<file path="config.mk">
export PLATFORM = sky130hd
export DESIGN_NAME = seg_pattern_decoder
export DESIGN_NICKNAME = d
export VERILOG_FILES = /design/src/rtl/seg_pattern_decoder_pkg.sv /design/src/rtl/seg_pattern_decoder_seg7_to_nibble.sv /design/src/rtl/seg_pattern_decoder.sv
export SDC_FILE = /design/constraint.sdc
export NUM_CORES = 1
export LEC_CHECK = 0
export CORE_ASPECT_RATIO = 0.5
export CORE_UTILIZATION = 45
export DETAILED_ROUTE_END_ITERATION = 6
export DONT_BUFFER_PORTS = 1
export SETUP_SLACK_MARGIN = 0.4
export SYNTH_ARGS = -nofsm -noshare
export SYNTH_HDL_FRONTEND = slang
export SYNTH_SLANG_ARGS = --single-unit
</file>
<file path="constraint.sdc">
create_clock -name clk -period 2.3 [get_ports clk]
set_clock_uncertainty 0.15 [all_clocks]
set_input_delay 0.345 -clock clk [delete_from_list [all_inputs] [get_ports clk]]
set_output_delay 0.345 -clock clk [all_outputs]
set_load 0.05 [all_outputs]
</file>
<file path="src/rtl/seg_pattern_decoder_pkg.sv">
// Shared 7-segment definitions: active-low patterns for hex digits 0..F
// (also used by the display encoder) and the decoder state encoding.
package seg_pattern_decoder_pkg;

  localparam logic [7:0] DP_OFF = 8'h80;

  // Indexed by nibble value; bit7 (dp) is held off in every entry.
  localparam logic [15:0][7:0] SEG_LUT = {
    8'h8E, 8'h86, 8'hA1, 8'hC6, 8'h83, 8'h88, 8'h90, 8'h80,
    8'hF8, 8'h82, 8'h92, 8'h99, 8'hB0, 8'hA4, 8'hF9, 8'hC0
  };

  typedef enum logic [1:0] {
    ST_LO,
    ST_HI,
    ST_OUT
  } state_e;

  function automatic logic [7:0] dp_off(input logic [7:0] pat);
    return pat | DP_OFF;
  endfunction

endpackage

</file>
<file path="src/rtl/seg_pattern_decoder_seg7_to_nibble.sv">
// Combinational active-low 7-segment pattern to nibble decoder.
// Unknown patterns, or a lit dp when STRICT_DP is set, report valid=0 with nibble 0.
module seg7_to_nibble
  import seg_pattern_decoder_pkg::*;
#(
  parameter int STRICT_DP = 1
) (
  input  logic [7:0] seg,
  output logic       valid,
  output logic [3:0] nibble
);

  always_comb begin
    valid  = 1'b0;
    nibble = 4'h0;
    // Forcing dp off makes the table match on bits 6:0 only.
    for (int i = 0; i < 16; i++) begin
      if (dp_off(seg) == SEG_LUT[i]) begin
        valid  = 1'b1;
        nibble = 4'(i);
      end
    end
    if ((STRICT_DP != 0) && !seg[7]) begin
      valid  = 1'b0;
      nibble = 4'h0;
    end
  end

endmodule

</file>
<file path="src/rtl/seg_pattern_decoder.sv">
// Decodes a stream of 7-segment patterns back into bytes (low nibble first)
// and presents them on a valid/ready interface; counts invalid patterns.
module seg_pattern_decoder
  import seg_pattern_decoder_pkg::*;
#(
  parameter int STRICT_DP = 1,
  parameter int ERR_W     = 8
) (
  input  logic             clk,
  input  logic             rst,
  input  logic [7:0]       seg_in,
  input  logic             seg_in_valid,
  input  logic             seg_in_first,
  output logic             seg_in_ready,
  output logic [7:0]       byte_out,
  output logic             byte_err,
  output logic             byte_valid,
  input  logic             byte_ready,
  output logic             resync_pulse,
  output logic [ERR_W-1:0] err_count
);

  state_e           state_q, state_d;
  logic [3:0]       lo_nib_q, lo_nib_d;
  logic             lo_err_q, lo_err_d;
  logic [7:0]       byte_out_q, byte_out_d;
  logic             byte_err_q, byte_err_d;
  logic             byte_valid_q, byte_valid_d;
  logic             ready_q, ready_d;
  logic             resync_q, resync_d;
  logic [ERR_W-1:0] err_q, err_d;

  logic       dec_valid;
  logic [3:0] dec_nib;
  logic       accept, consume;

  seg7_to_nibble #(.STRICT_DP(STRICT_DP)) u_dec (
    .seg    (seg_in),
    .valid  (dec_valid),
    .nibble (dec_nib)
  );

  assign accept  = seg_in_valid && ready_q;
  assign consume = byte_valid_q && byte_ready;

  always_comb begin
    state_d      = state_q;
    lo_nib_d     = lo_nib_q;
    lo_err_d     = lo_err_q;
    byte_out_d   = byte_out_q;
    byte_err_d   = byte_err_q;
    byte_valid_d = byte_valid_q;
    resync_d     = 1'b0;
    err_d        = err_q;

    // Every accepted invalid pattern counts, even one later discarded by resync.
    if (accept && !dec_valid && (err_q != {ERR_W{1'b1}}))
      err_d = err_q + ERR_W'(1);

    case (state_q)
      ST_LO: begin
        if (accept) begin
          lo_nib_d = dec_nib;
          lo_err_d = !dec_valid;
          state_d  = ST_HI;
        end
      end
      ST_HI: begin
        if (accept) begin
          if (seg_in_first) begin
            lo_nib_d = dec_nib;
            lo_err_d = !dec_valid;
            resync_d = 1'b1;
          end else begin
            byte_out_d   = {dec_nib, lo_nib_q};
            byte_err_d   = lo_err_q | !dec_valid;
            byte_valid_d = 1'b1;
            state_d      = ST_OUT;
          end
        end
      end
      ST_OUT: begin
        if (consume) begin
          byte_valid_d = 1'b0;
          state_d      = ST_LO;
        end
      end
      default: state_d = ST_LO;
    endcase

    ready_d = (state_d != ST_OUT);
  end

  always_ff @(posedge clk or posedge rst) begin
    if (rst) begin
      state_q      <= ST_LO;
      lo_nib_q     <= 4'h0;
      lo_err_q     <= 1'b0;
      byte_out_q   <= 8'h00;
      byte_err_q   <= 1'b0;
      byte_valid_q <= 1'b0;
      ready_q      <= 1'b1;
      resync_q     <= 1'b0;
      err_q        <= '0;
    end else begin
      state_q      <= state_d;
      lo_nib_q     <= lo_nib_d;
      lo_err_q     <= lo_err_d;
      byte_out_q   <= byte_out_d;
      byte_err_q   <= byte_err_d;
      byte_valid_q <= byte_valid_d;
      ready_q      <= ready_d;
      resync_q     <= resync_d;
      err_q        <= err_d;
    end
  end

  assign seg_in_ready = ready_q;
  assign byte_out     = byte_out_q;
  assign byte_err     = byte_err_q;
  assign byte_valid   = byte_valid_q;
  assign resync_pulse = resync_q;
  assign err_count    = err_q;

endmodule

</file>
==> results of run 1 <==
[power groups by stage]
stage / Combinational, mW / Sequential, mW / Clock [mW]
after floorplan: 0.387 / 1.14 / 0
after global placement: 0.897 / 0.861 / 0
after detailed placement: 0.907 / 0.867 / 0
after CTS: 0.938 / 0.856 / 0.275
after global routing: 1.06 / 0.888 / 0.299
final: 0.981 / 0.864 / 0.275
[state kept, by name, summed over array words and instances (netlist names)]
signal	cells
lo_err_q	1
seg_in_ready	1
err_count	8
byte_out	8
state_q	2
lo_nib_q	4
resync_pulse	1
byte_valid	1
byte_err	1
[Yosys cell counts (2+ instances only)]
| cell type | n | share of area (%) |
|---|---|---|
| nand4bb_1 | 2 | 1.4 |
| inv_1 | 4 | 0.93 |
| o311ai_0 | 6 | 3.2 |
| nand2_1 | 30 | 6.9 |
| nand2b_1 | 5 | 1.9 |
| nor2_1 | 10 | 2.3 |
| o211ai_1 | 4 | 1.9 |
| o311ai_1 | 2 | 1.1 |
| o41ai_1 | 3 | 1.6 |
| nor3b_1 | 2 | 0.93 |
| and3_1 | 2 | 0.77 |
| nand3_1 | 3 | 0.93 |
| a21oi_1 | 5 | 1.5 |
| nor4_1 | 3 | 1.2 |
| a31o_2 | 2 | 1.1 |
| o22ai_1 | 2 | 0.77 |
| or4_1 | 3 | 1.4 |
| clkbuf_1 | 6 | 1.4 |
| dfrtp_1 | 26 | 40 |
| o31ai_1 | 3 | 1.4 |
| or3_1 | 7 | 2.7 |
| o21ai_0 | 11 | 3.4 |
| nor3_1 | 5 | 1.5 |
| mux2_2 | 3 | 2.1 |
| buf_2 | 5 | 1.5 |
| nor2b_1 | 4 | 1.5 |
[final cells by class]
| class | count | area share (%) |
|---|---|---|
| multi-input cells | 139 | 49.3 |
| flip-flops and latches | 27 | 35.5 |
| inverters | 4 | 0.781 |
| clock buffers | 4 | 2.34 |
| repair buffers | 22 | 8.91 |
| well taps | 48 | 3.12 |
[timing repair]
item | 4_1_cts | 5_1_grt
buffers inserted | 3 | 2
hold endpoints to repair | 26 | 0
hold buffers | 1 | 0
pin swaps | 3 | 4
resized for setup | 2 | 9
setup endpoints to repair | 5 | 8
[worst max-delay path: stages, from the launching register on]
cell,delay (ns)
dfrtp_2,0.44
ha_4,0.16
and4_4,0.14
a41o_4,0.26
buf_6,0.13
or3_4,0.32
o211ai_1,0.20
[worst paths after layout]
kind / cells after the start / slack, ns / endpoint / startpoint
worst max-delay path: 6 / 0.40 / err_count[4] / err_count[1]
worst min-delay path: 1 / 0.07 / lo_nib_q[1] / seg_in[7]
max in group asynchronous: 3 / 1.25 / seg_in_ready / rst
worst min register to register: 2 / 0.32 / byte_out[2] / lo_nib_q[2]
worst max register to register: 6 / 0.40 / err_count[4] / err_count[1]
min in group asynchronous: 2 / 0.20 / byte_out[2] / rst
[cells by family after synthesis]
logic type / Yosys count / synth area share, %
flops: 27 / 41.8
compound gates: 51 / 23.2
simple gates: 82 / 26.6
xor+xnor: 2 / 1.08
mux: 3 / 2.08
fa+ha+maj: 1 / 0.772
buf+inv: 16 / 4.56
[per-layer routing]
| metal | vias up | track usage [%] | wire length, um | part of all wire (%) |
|---|---|---|---|---|
| met5 | - | 0 | 0 | 0 |
| met4 | 0 | 4.67 | 34 | 0.82 |
| met3 | 4 | 4.10 | 214 | 5.2 |
| met2 | 50 | 36.1 | 1860 | 45 |
| met1 | 723 | 33.6 | 2020 | 49 |
| li1 | 713 | - | - | - |
[stage by stage]
stage          std cells  util (%)  total power, mW
3_3_place_gp         234      55.4             1.76
6_report             244      60.0             2.12
4_1_cts              242      58.2             2.07
5_1_grt              244      60.0             2.24
3_5_place_dp         234      55.4             1.77
2_1_floorplan        182         -             1.52
==> out/metrics.csv, run 1 <==
metric;value;unit
run status;complete, no violations;
CP startpoint kind;flip-flop;
Peak VDD IR;0.000328;V
GRT overflow;0;
nets@finish;211;
#FFs+latches synth;27;
clock buffer depth;2;
Netlist cell types;50;
Filler Cell Count;288;
RSZ-0062 raised after global routing;true;
Max Cap Viol;0;
Hold Fails Final Rpt;0;
Final Cycle Share;82.6;%
worst endpoint required time;2.33;ns
slew margin rel.;66.9;%
n_diodes;0;
Clock power frac;13.0;%
Hold Path Class;in2reg;
Critical Path End Type;flip-flop;
drt pass-1 iters;4;
area grow syn2layout;18.7;%
number of buffers created by CTS;3;
layout cells sized above 1;24.5;%
worst slew pin tran;0.497;ns
Final Instance Area;0.00192;sq mm
Initial Util;50.5;%
commonest non-fill, non-tap cell in the layout;nand2_1;
htree depth;1;
FFs w/ async S/R, synth;100;%
GRT Resource Usage Total;22.9;%
IO buf count;0;
syn nets;196;
Mapped Area;0.00162;sq mm
DRC;0;
post-route ant nets;0;
critical path class;reg2reg;
Seq/Total Area, Yosys;41.8;%
Pwr Density;1100;mW/mm^2
I/O pins;33;
routed wire length;4.13;mm
placed inst area;0.00178;sq mm
number of clock sinks;27;
NetSw;1.02;mW
register area;683;sq um
clk slew on worst S/H paths;0.09;ns
Skew-Pair Late Insertion Delay;0.27;ns
row count;14;
Synth Flop Type;dfrtp_1;
slack of the critical path;0.399;ns
pre-CTS setup slack;0.220;ns
gpl congestion;0.761;
Die Area;0.00386;sq mm
CTS Root Cell;clkbuf_8;
largest net degree at the start of global routing;27;
sequential power share;40.7;%
initial antenna violation count;0;
first-pass GRT wire length;6.72;mm
final hold slack;0.0700;ns
area occupied by multi-input gates;948;sq um
Int Pwr;1.10;mW
Tmin final;1.90;ns
CTS tree;done;
FMAX;526;MHz
number of synthesized flops with an enable pin;0;
Core Area;0.00321;sq mm
drt via density;6.11;
dpl hpwl;2.82;mm
Fin Setup TNS;0;ns
Critical Path AT;1.93;ns
most frequent cells in the layout;30 x nand2_1, 21 x dfrtp_1, 20 x buf_4;
DR vias;1490;
vias in the first global route;1366;
endpoints failing setup;0;
Combinational Power Share;46.3;%
YS warnings;0;
initial drt markers;68;
leakage;0.792;nW
Die Ht;44.4;um
WL per Instance;16.9;um
maximum fanout along the worst path;6;
Max Slew Vio Count;0;
die width;86.9;um
Post-Syn Instances;182;
Synth Area per Inst;8.90;sq um
fraction of power spent switching nets;48.1;%
No activity file was read; power rests on OpenSTA's default activity.
==> run 2, diff against run 1 <==
clock period = 2 ns   (was 2.3 ns; I/O delays follow)
==> out/metrics.csv, run 2 (synthesis gave the netlist of run 1 again) <==
metric;value;unit;change
clk slew on worst S/H paths;0.10;ns;was 0.09 ns
commonest non-fill, non-tap cell in the layout;nand2_1;;unchanged
largest net degree at the start of global routing;28;;was 27
pre-CTS setup slack;-0.0496;ns;was 0.220 ns
Hold Fails Final Rpt;0;;unchanged
IO buf count;0;;unchanged
initial antenna violation count;0;;unchanged
total design power;2.52;mW;was 2.12 mW
Critical Path AT;1.96;ns;was 1.93 ns
clock buffer depth;2;;unchanged
sequential power share;39.9;%;was 40.7%
first-pass GRT wire length;6.59;mm;was 6.72 mm
htree depth;1;;unchanged
Die Area;0.00386;sq mm;unchanged
drt pass-1 iters;4;;unchanged
DR vias;1474;;was 1,490
CTS Root Cell;clkbuf_8;;unchanged
die width;86.9;um;unchanged
Tmin final;1.94;ns;was 1.90 ns
DRC;0;;unchanged
Die Ht;44.4;um;unchanged
Clock power frac;12.9;%;was 13.0%
fraction of power spent switching nets;49.0;%;was 48.1%
gpl congestion;0.780;;was 0.761
worst endpoint required time;2.01;ns;was 2.33 ns
drt via density;6.14;;was 6.11
Final Cycle Share;97.2;%;was 82.6%
Hold Path Class;in2reg;;unchanged
leakage;0.798;nW;was 0.792 nW
maximum fanout along the worst path;4;;was 6
run status;complete, no violations;;unchanged
RSZ-0062 raised after global routing;true;;unchanged
worst slew pin tran;0.497;ns;about the same
number of clock sinks;27;;unchanged
Max Cap Viol;0;;unchanged
CP startpoint kind;flip-flop;;unchanged
Initial Util;50.5;%;unchanged
nets@finish;207;;was 211
n_diodes;0;;unchanged
WL per Instance;16.9;um;about the same
I/O pins;33;;unchanged
post-route ant nets;0;;unchanged
Core Area;0.00321;sq mm;unchanged
FMAX;514;MHz;was 526 MHz
most frequent cells in the layout;26 x nand2_1, 21 x dfrtp_1, 14 x buf_4;;was 30 x nand2_1, 21 x dfrtp_1, 20 x buf_4
number of buffers created by CTS;3;;unchanged
Max Slew Vio Count;0;;unchanged
endpoints failing setup;0;;unchanged
routed wire length;4.06;mm;was 4.13 mm
CTS tree;done;;unchanged
layout cells sized above 1;30.2;%;was 24.5%
GRT Resource Usage Total;22.4;%;was 22.9%
NetSw;1.24;mW;was 1.02 mW
critical path class;reg2reg;;unchanged
Skew-Pair Late Insertion Delay;0.28;ns;was 0.27 ns
Combinational Power Share;47.3;%;was 46.3%
GRT overflow;0;;unchanged
initial drt markers;91;;was 68
Int Pwr;1.29;mW;was 1.10 mW
dpl hpwl;2.81;mm;was 2.82 mm
slack of the critical path;0.0562;ns;was 0.399 ns
vias in the first global route;1375;;was 1,366
slew margin rel.;66.8;%;was 66.9%
Critical Path End Type;flip-flop;;unchanged
area grow syn2layout;23.6;%;was 18.7%
row count;14;;unchanged
Peak VDD IR;0.000349;V;was 0.000328 V
Pwr Density;1260;mW/mm^2;was 1100 mW/mm^2
run 2: changes by cell type in the layout (fill, tap and decap cells not counted), sizes merged:
cell,change
buf,-4
clkbuf,-1
clkinvlp,+1
run 2: cell type report:
class / count / area [sq um]
clock inverters: 1 / 7.51
fillers: 276 / 1200
repair buffers: 18 / 153
well taps: 48 / 60.1
flip-flops and latches: 27 / 683
inverters: 4 / 15.0
multi-input cells: 139 / 1040
clock buffers: 3 / 41.3
run 2: repair_timing:
item	CTS	global route
pin swaps	7	5
hold buffers	1	0
setup buffers	2	0
gates resized for setup	7	17
hold endpoints to repair	26	0
endpoints found under the setup margin	11	12
run 2: per-layer routing:
metal  track usage [%]  part of all wire (%)
met3              4.85                   5.8
met5                 0                     0
met1              30.3                    49
met2              37.0                    43
met4              6.00                   1.5
run 2: critical path, stage by stage (launching register included):
cell	delay, ns
dfrtp_2	0.44
ha_4	0.17
and4_4	0.15
a41o_4	0.26
buf_4	0.15
o41ai_1	0.38
o22ai_1	0.13
run 2: path summary, 6_finish.rpt:
check	to	depth (start not counted)	startpoint	slack (ns)
worst max-delay path	err_count[5]	6	err_count[1]	0.06
worst min-delay path	byte_out[5]	1	seg_in[7]	0.02
worst max register to register	err_count[5]	6	err_count[1]	0.06
worst min register to register	byte_out[2]	2	lo_nib_q[2]	0.33
max in group asynchronous	seg_in_ready	3	rst	1.03
min in group asynchronous	byte_out[2]	3	rst	0.37
run 2: power groups by stage:
stage | Clock, mW | Sequential [mW] | Combinational, mW
2_1_floorplan | 0 | 1.31 | 0.482
3_3_place_gp | 0 | 1.01 | 1.06
3_5_place_dp | 0 | 1.01 | 1.07
4_1_cts | 0.334 | 0.997 | 1.11
5_1_grt | 0.351 | 1.03 | 1.28
6_report | 0.325 | 1.01 | 1.19
run 2: metrics by stage:
| step | utilization (%) | cell area, sq um | hold slack (ns) | instances | setup TNS, ns |
|---|---|---|---|---|---|
| 3_5_place_dp | 56.7 | 1820 | 0.123 | 233 | -0.0983 |
| 4_1_cts | 60.0 | 1920 | 0.0133 | 240 | 0 |
| 5_1_grt | 62.5 | 2000 | 0.0115 | 240 | -0.00373 |
| 6_report | 62.5 | 2000 | 0.0185 | 240 | 0 |
| 2_1_floorplan | - | 1740 | 0.202 | 182 | -0.245 |
| 3_3_place_gp | 56.7 | 1820 | 0.124 | 233 | -0.121 |
==> run 3, diff against run 2 <==
CTS_BUF_LIST = sky130_fd_sc_hd__clkbuf_4 sky130_fd_sc_hd__clkbuf_8   (was unset)
==> results of run 3 <==
Same layout as run 2: the final DEF is identical, and so are final timing and power.
